$ cat src/rtl/host_axi_pkg.sv
// Shared AXI encodings and bridge FSM state for the host<->AXI bridges.
package host_axi_pkg;

  localparam logic [1:0] AXI_BURST_INCR = 2'b01;
  localparam logic [2:0] AXI_SIZE_4B    = 3'b010;

  localparam logic [1:0] RESP_OKAY   = 2'b00;
  localparam logic [1:0] RESP_SLVERR = 2'b10;
  localparam logic [1:0] RESP_DECERR = 2'b11;

  typedef enum logic [1:0] {
    H2M_IDLE,
    H2M_ADDR,
    H2M_WAIT,
    H2M_RSP
  } h2m_state_e;

  function automatic logic resp_is_err(input logic [1:0] resp);
    return (resp == RESP_SLVERR) || (resp == RESP_DECERR);
  endfunction

endpackage

$ cat src/rtl/host_to_maxi.sv
// LSU req/gnt/rvalid host port to single-beat AXI4 master, one access in flight.
// Latency (zero-wait slave): gnt c0, AR/AW c1, R/B c2, rvalid c3.
// Backpressure: gnt only in IDLE; AXI valids hold until handshake. HOST_TO_MAXI_ERR_CAPTURE_EN adds err_addr_o/err_cnt_o.
module host_to_maxi
  import host_axi_pkg::*;
#(
  parameter int AXI_ID_WIDTH = 4,
  parameter int ADDR_WIDTH   = 32,
  parameter int AXI_ID_VAL   = 0
) (
  input  logic                    clk,
  input  logic                    rst,
  input  logic                    data_req_i,
  input  logic [31:0]             data_addr_i,
  input  logic                    data_we_i,
  input  logic [3:0]              data_be_i,
  input  logic [31:0]             data_wdata_i,
  output logic                    data_gnt_o,
  output logic                    data_rvalid_o,
  output logic                    data_err_o,
  output logic [31:0]             data_rdata_o,
`ifdef HOST_TO_MAXI_ERR_CAPTURE_EN
  output logic [31:0]             err_addr_o,
  output logic [15:0]             err_cnt_o,
`endif
  output logic [AXI_ID_WIDTH-1:0] m_axi_arid,
  output logic [ADDR_WIDTH-1:0]   m_axi_araddr,
  output logic [7:0]              m_axi_arlen,
  output logic [2:0]              m_axi_arsize,
  output logic [1:0]              m_axi_arburst,
  output logic                    m_axi_arvalid,
  input  logic                    m_axi_arready,
  input  logic [AXI_ID_WIDTH-1:0] m_axi_rid,
  input  logic [31:0]             m_axi_rdata,
  input  logic [1:0]              m_axi_rresp,
  input  logic                    m_axi_rlast,
  input  logic                    m_axi_rvalid,
  output logic                    m_axi_rready,
  output logic [AXI_ID_WIDTH-1:0] m_axi_awid,
  output logic [ADDR_WIDTH-1:0]   m_axi_awaddr,
  output logic [7:0]              m_axi_awlen,
  output logic [2:0]              m_axi_awsize,
  output logic [1:0]              m_axi_awburst,
  output logic                    m_axi_awvalid,
  input  logic                    m_axi_awready,
  output logic [31:0]             m_axi_wdata,
  output logic [3:0]              m_axi_wstrb,
  output logic                    m_axi_wlast,
  output logic                    m_axi_wvalid,
  input  logic                    m_axi_wready,
  input  logic [AXI_ID_WIDTH-1:0] m_axi_bid,
  input  logic [1:0]              m_axi_bresp,
  input  logic                    m_axi_bvalid,
  output logic                    m_axi_bready
);

  localparam logic [AXI_ID_WIDTH-1:0] ID = AXI_ID_WIDTH'(AXI_ID_VAL);

  h2m_state_e  state_q, state_d;
  logic [29:0] addr_q;
  logic        we_q;
  logic [3:0]  be_q;
  logic [31:0] wdata_q;
  logic        aw_done_q, w_done_q;
  logic [31:0] rdata_q;
  logic        err_q;
  logic        rsp_hs, rsp_err;
  logic        addr_lsb_unused;

  assign addr_lsb_unused = ^data_addr_i[1:0];

  always_comb begin
    state_d       = state_q;
    data_gnt_o    = 1'b0;
    m_axi_arvalid = 1'b0;
    m_axi_awvalid = 1'b0;
    m_axi_wvalid  = 1'b0;
    m_axi_rready  = 1'b0;
    m_axi_bready  = 1'b0;
    case (state_q)
      H2M_IDLE: begin
        data_gnt_o = data_req_i;
        if (data_req_i) state_d = H2M_ADDR;
      end
      H2M_ADDR: begin
        if (!we_q) begin
          m_axi_arvalid = 1'b1;
          if (m_axi_arready) state_d = H2M_WAIT;
        end else begin
          // AW and W retire independently; leave once both are done, in either order.
          m_axi_awvalid = !aw_done_q;
          m_axi_wvalid  = !w_done_q;
          if ((aw_done_q || m_axi_awready) && (w_done_q || m_axi_wready)) state_d = H2M_WAIT;
        end
      end
      H2M_WAIT: begin
        m_axi_rready = !we_q;
        m_axi_bready = we_q;
        if (we_q ? m_axi_bvalid : m_axi_rvalid) state_d = H2M_RSP;
      end
      H2M_RSP:  state_d = H2M_IDLE;
      default:  state_d = H2M_IDLE;
    endcase
  end

  always_ff @(posedge clk) begin
    if (rst) state_q <= H2M_IDLE;
    else     state_q <= state_d;
  end

  assign rsp_hs  = (m_axi_rready && m_axi_rvalid) || (m_axi_bready && m_axi_bvalid);
  assign rsp_err = we_q ? (resp_is_err(m_axi_bresp) || (m_axi_bid != ID))
                        : (resp_is_err(m_axi_rresp) || (m_axi_rid != ID) || !m_axi_rlast);

  always_ff @(posedge clk) begin
    if (rst) begin
      addr_q    <= '0;
      we_q      <= 1'b0;
      be_q      <= '0;
      wdata_q   <= '0;
      aw_done_q <= 1'b0;
      w_done_q  <= 1'b0;
      rdata_q   <= '0;
      err_q     <= 1'b0;
    end else begin
      if (data_gnt_o) begin
        addr_q    <= data_addr_i[31:2];
        we_q      <= data_we_i;
        be_q      <= data_be_i;
        wdata_q   <= data_wdata_i;
        aw_done_q <= 1'b0;
        w_done_q  <= 1'b0;
      end
      if (m_axi_awvalid && m_axi_awready) aw_done_q <= 1'b1;
      if (m_axi_wvalid && m_axi_wready)   w_done_q  <= 1'b1;
      if (rsp_hs) begin
        rdata_q <= we_q ? 32'd0 : m_axi_rdata;
        err_q   <= rsp_err;
      end
    end
  end

`ifdef HOST_TO_MAXI_ERR_CAPTURE_EN
  always_ff @(posedge clk) begin
    if (rst) begin
      err_addr_o <= '0;
      err_cnt_o  <= '0;
    end else if (rsp_hs && rsp_err) begin
      err_addr_o <= {addr_q, 2'b00};
      if (err_cnt_o != 16'hFFFF) err_cnt_o <= err_cnt_o + 16'd1;
    end
  end
`endif

  assign data_rvalid_o = (state_q == H2M_RSP);
  assign data_err_o    = data_rvalid_o && err_q;
  assign data_rdata_o  = rdata_q;

  assign m_axi_arid    = ID;
  assign m_axi_araddr  = ADDR_WIDTH'({addr_q, 2'b00});
  assign m_axi_arlen   = 8'd0;
  assign m_axi_arsize  = AXI_SIZE_4B;
  assign m_axi_arburst = AXI_BURST_INCR;
  assign m_axi_awid    = ID;
  assign m_axi_awaddr  = ADDR_WIDTH'({addr_q, 2'b00});
  assign m_axi_awlen   = 8'd0;
  assign m_axi_awsize  = AXI_SIZE_4B;
  assign m_axi_awburst = AXI_BURST_INCR;
  assign m_axi_wdata   = wdata_q;
  assign m_axi_wstrb   = be_q;
  assign m_axi_wlast   = 1'b1;

endmodule

$ cat config.mk
export PLATFORM = sky130hd
export DESIGN_NAME = host_to_maxi
export DESIGN_NICKNAME = d
export VERILOG_FILES = /design/src/rtl/host_axi_pkg.sv /design/src/rtl/host_to_maxi.sv
export SDC_FILE = /design/constraint.sdc
export NUM_CORES = 1
export LEC_CHECK = 0
export BUFFER_PORTS_ARGS = -buffer_cell sky130_fd_sc_hd__buf_2
export CAP_MARGIN = 20
export CORE_AREA = 2 2 115 117
export DETAILED_ROUTE_END_ITERATION = 6
export DIE_AREA = 0 0 117 119
export PLACE_DENSITY = 0.78
export SYNTH_ARGS = -nofsm -noshare
export SYNTH_HDL_FRONTEND = slang
export SYNTH_SLANG_ARGS = --single-unit
$ cat constraint.sdc
create_clock -name clk -period 2.3 [get_ports clk]
set_clock_uncertainty 0.15 [all_clocks]
set_input_delay 0.115 -clock clk [delete_from_list [all_inputs] [get_ports clk]]
set_output_delay 0.115 -clock clk [all_outputs]
set_load 0.05 [all_outputs]
==> out/metrics.csv <==
metric,value,unit
cell area after synthesis,0.00426,sq mm
cell family with most CP delay,buffers and inverters,
"commonest non-fill, non-tap cell in the layout",buf_2,
cell area after placement,0.00531,sq mm
Area contributors post-synth,"dfxtp_1 49%, buf_4 13%, nand2_1 12%, a21oi_1 8.0%, a22oi_1 6.0%",
wire length per cell,13.1,microns
Synth top area share,48.8,%
"commonest cells after routing, fill and taps aside","252 x buf_2, 137 x nand2_1, 104 x dfxtp_1, 102 x dlygate4sd3_1, 68 x a21oi_1",
post-route ant nets,0,
DR vias/cell,4.42,
Peak VDD IR,435,uV
Seq cells post-synth,104,
crit-path max cell delay,340,ps
share of layout cells above drive strength 1,34.2,%
PD cells,1110,mW/mm^2
post-layout min period,2000,ps
Post-Synth XOR/XNOR Area,0,%
sequential element share of the synthesized area,48.8,%
simple-gate share of the synthesized area,17.4,%
post-synthesis mux area share,0.235,%
hold slack,101,ps
post-DP HPWL,8060,microns
CP arrival,1740,ps
"Cell Chain, Critical Path",inv_1 -> ha_1 -> nand2_2 -> inv_2 -> buf_2,
Die Height,119,microns
Ys Warns,0,
Max Clk Rate,499,MHz
first-pass GRT wire length,19300,microns
Num CTS Buffers,9,
core area,0.0129,sq mm
WP data required,2040,ps
Fin. Hold Viols,0,
GRT Resource Usage Total,17.5,%
final setup vio count,0,
Initial Util,33.1,%
compound-gate portion of the synthesized area,15.5,%
largest net degree at the start of global routing,59,
crit path max fanout,19,
clock sink count,104,
unrepaired setup endpoints after global routing,false,
synthesis-to-finish area growth,56.4,%
gpl congestion,0.715,
die area,0.0139,sq mm
Nets,949,
number of H-tree levels,3,
maxcap violations,0,
initial DRC count,221,
Worst path slowest cell,buf_2,
vias in the first global route,4053,
die width,117,microns
Critical Path Source Type,register,
total congestion overflow,0,
Hold/Removal Path Class,input pin to register,
period utilization,87.1,%
Post-Synth Adder-Cell Area,1.17,%
post-route cell area,0.00667,sq mm
Clock transition at path regs,70,ps
Yosys cell types,27,
Pins Over Slew Limit,0,
Main synth FF type,dfxtp_1,
clk_lat worst skew,340,ps
Routed WL,13200,microns
CTS root buf,clkbuf_16,
worst path bufs/invs,3,
Worst setup EP type,primary output,
Slew Limit Headroom,60.2,%
Pre-antenna DRT Iters,5,
routed via count,4445,
Yosys top cell by area,dfxtp_1,
Async SR Flop Fraction,0,%
Mapped Avg Cell Area,8.28,sq um
Pleak,3.28,nW
FP Rows,42,
Clock Path Buffers,2,
# IOs,297,
Worst-Margin Slew,597,ps
"EDFF count, synth",0,
drc violations,0,
Setup CP Type,register to primary output,
initial antenna violation count,1,
setup tns final,0,ps
CTS resizes,0,
CTS tree,built,
combinational family with the most area after synthesis,simple AND/OR/NAND/NOR gates,
run status,completed,
Mapped Cells,515,
Port Buffers,253,
-- through the flow --
step / worst slack [ps] / power [W] / utilization (%) / instances
after global placement: 491 / 0.00551 / 41.2 / 886
after floorplan: 296 / 0.00498 / - / 552
after CTS: 267 / 0.00745 / 51.8 / 1004
after global routing: 181 / 0.00778 / 51.8 / 1004
after detailed placement: 428 / 0.00555 / 41.2 / 886
final: 298 / 0.00741 / 51.8 / 1005
-- metal layers --
metal  GRT usage, %  vias to the layer above  share of wire (%)
met5              0                        -                  0
met4           6.91                        0                2.1
met3           4.48                       23                7.5
met2           31.8                      209                 51
met1           19.1                     2022                 40
li1               -                     2191                  -
-- cell families (layout without fill, tap and decap cells) --
family,Yosys count,count (layout)
AND/OR/NAND/NOR,186,186
multiplexers,1,1
flip-flops,104,104
adder cells (fa/ha/maj),4,4
other,2,40
AO/OA/AOI/OAI,109,109
buffers and inverters,109,385
-- final cells by class --
type / instances / area [sq um]
Antenna cell: 1 / 2.50
Multi-Input combinational cell: 339 / 1610
Clock inverter: 6 / 113
Tap cell: 176 / 220
Sequential cell: 104 / 2080
Inverter: 5 / 18.8
Fill cell: 1150 / 6200
Timing Repair Buffer: 364 / 2390
Clock buffer: 10 / 229
-- sequential cells by signal, summed over array words and instances, names as in the netlist --
register and count:
aw_done_q 1, addr_q 30, we_q 1, data_rdata_o 32
state_q 2, err_q 1, m_axi_wstrb 4, w_done_q 1
m_axi_wdata 32
-- power breakdown --
group          leakage [nW]  internal (W)  total, W  switching, W
clock                 0.167       0.00107   0.00176      0.000688
sequential            0.849       0.00211   0.00229      0.000179
combinational          2.26      0.000855   0.00337       0.00251
total                  3.28       0.00403   0.00741       0.00338
-- synthesized netlist by cell type (2+ instances only) --
cell type  count
conb_1         2
a21oi_1       68
buf_2          6
nor4_1         2
nor2_1        37
inv_1          4
ha_1           4
nor2b_1        2
buf_6          2
buf_4         75
and2_1         3
a22oi_1       34
clkbuf_1      21
a211oi_1       2
nand2_1      138
dfxtp_1      104
-- path summary, 6_finish.rpt --
check / endpoint / slack [ps] / from / cells after the start
setup / recovery: data_gnt_o / 300 / state_q[1] / 5
hold / removal: data_rdata_o[5] / 100 / rst / 2
setup reg to reg: data_rdata_o[17] / 370 / state_q[0] / 7
hold reg to reg: m_axi_wdata[29] / 300 / m_axi_wdata[29] / 2
-- timing repair --
action | 4_1_cts | 5_1_grt
hold buffers | 102 | 0
hold endpoints to repair | 102 | 0
buffers inserted | 0 | 0
(Power assumes the default switching activity.)
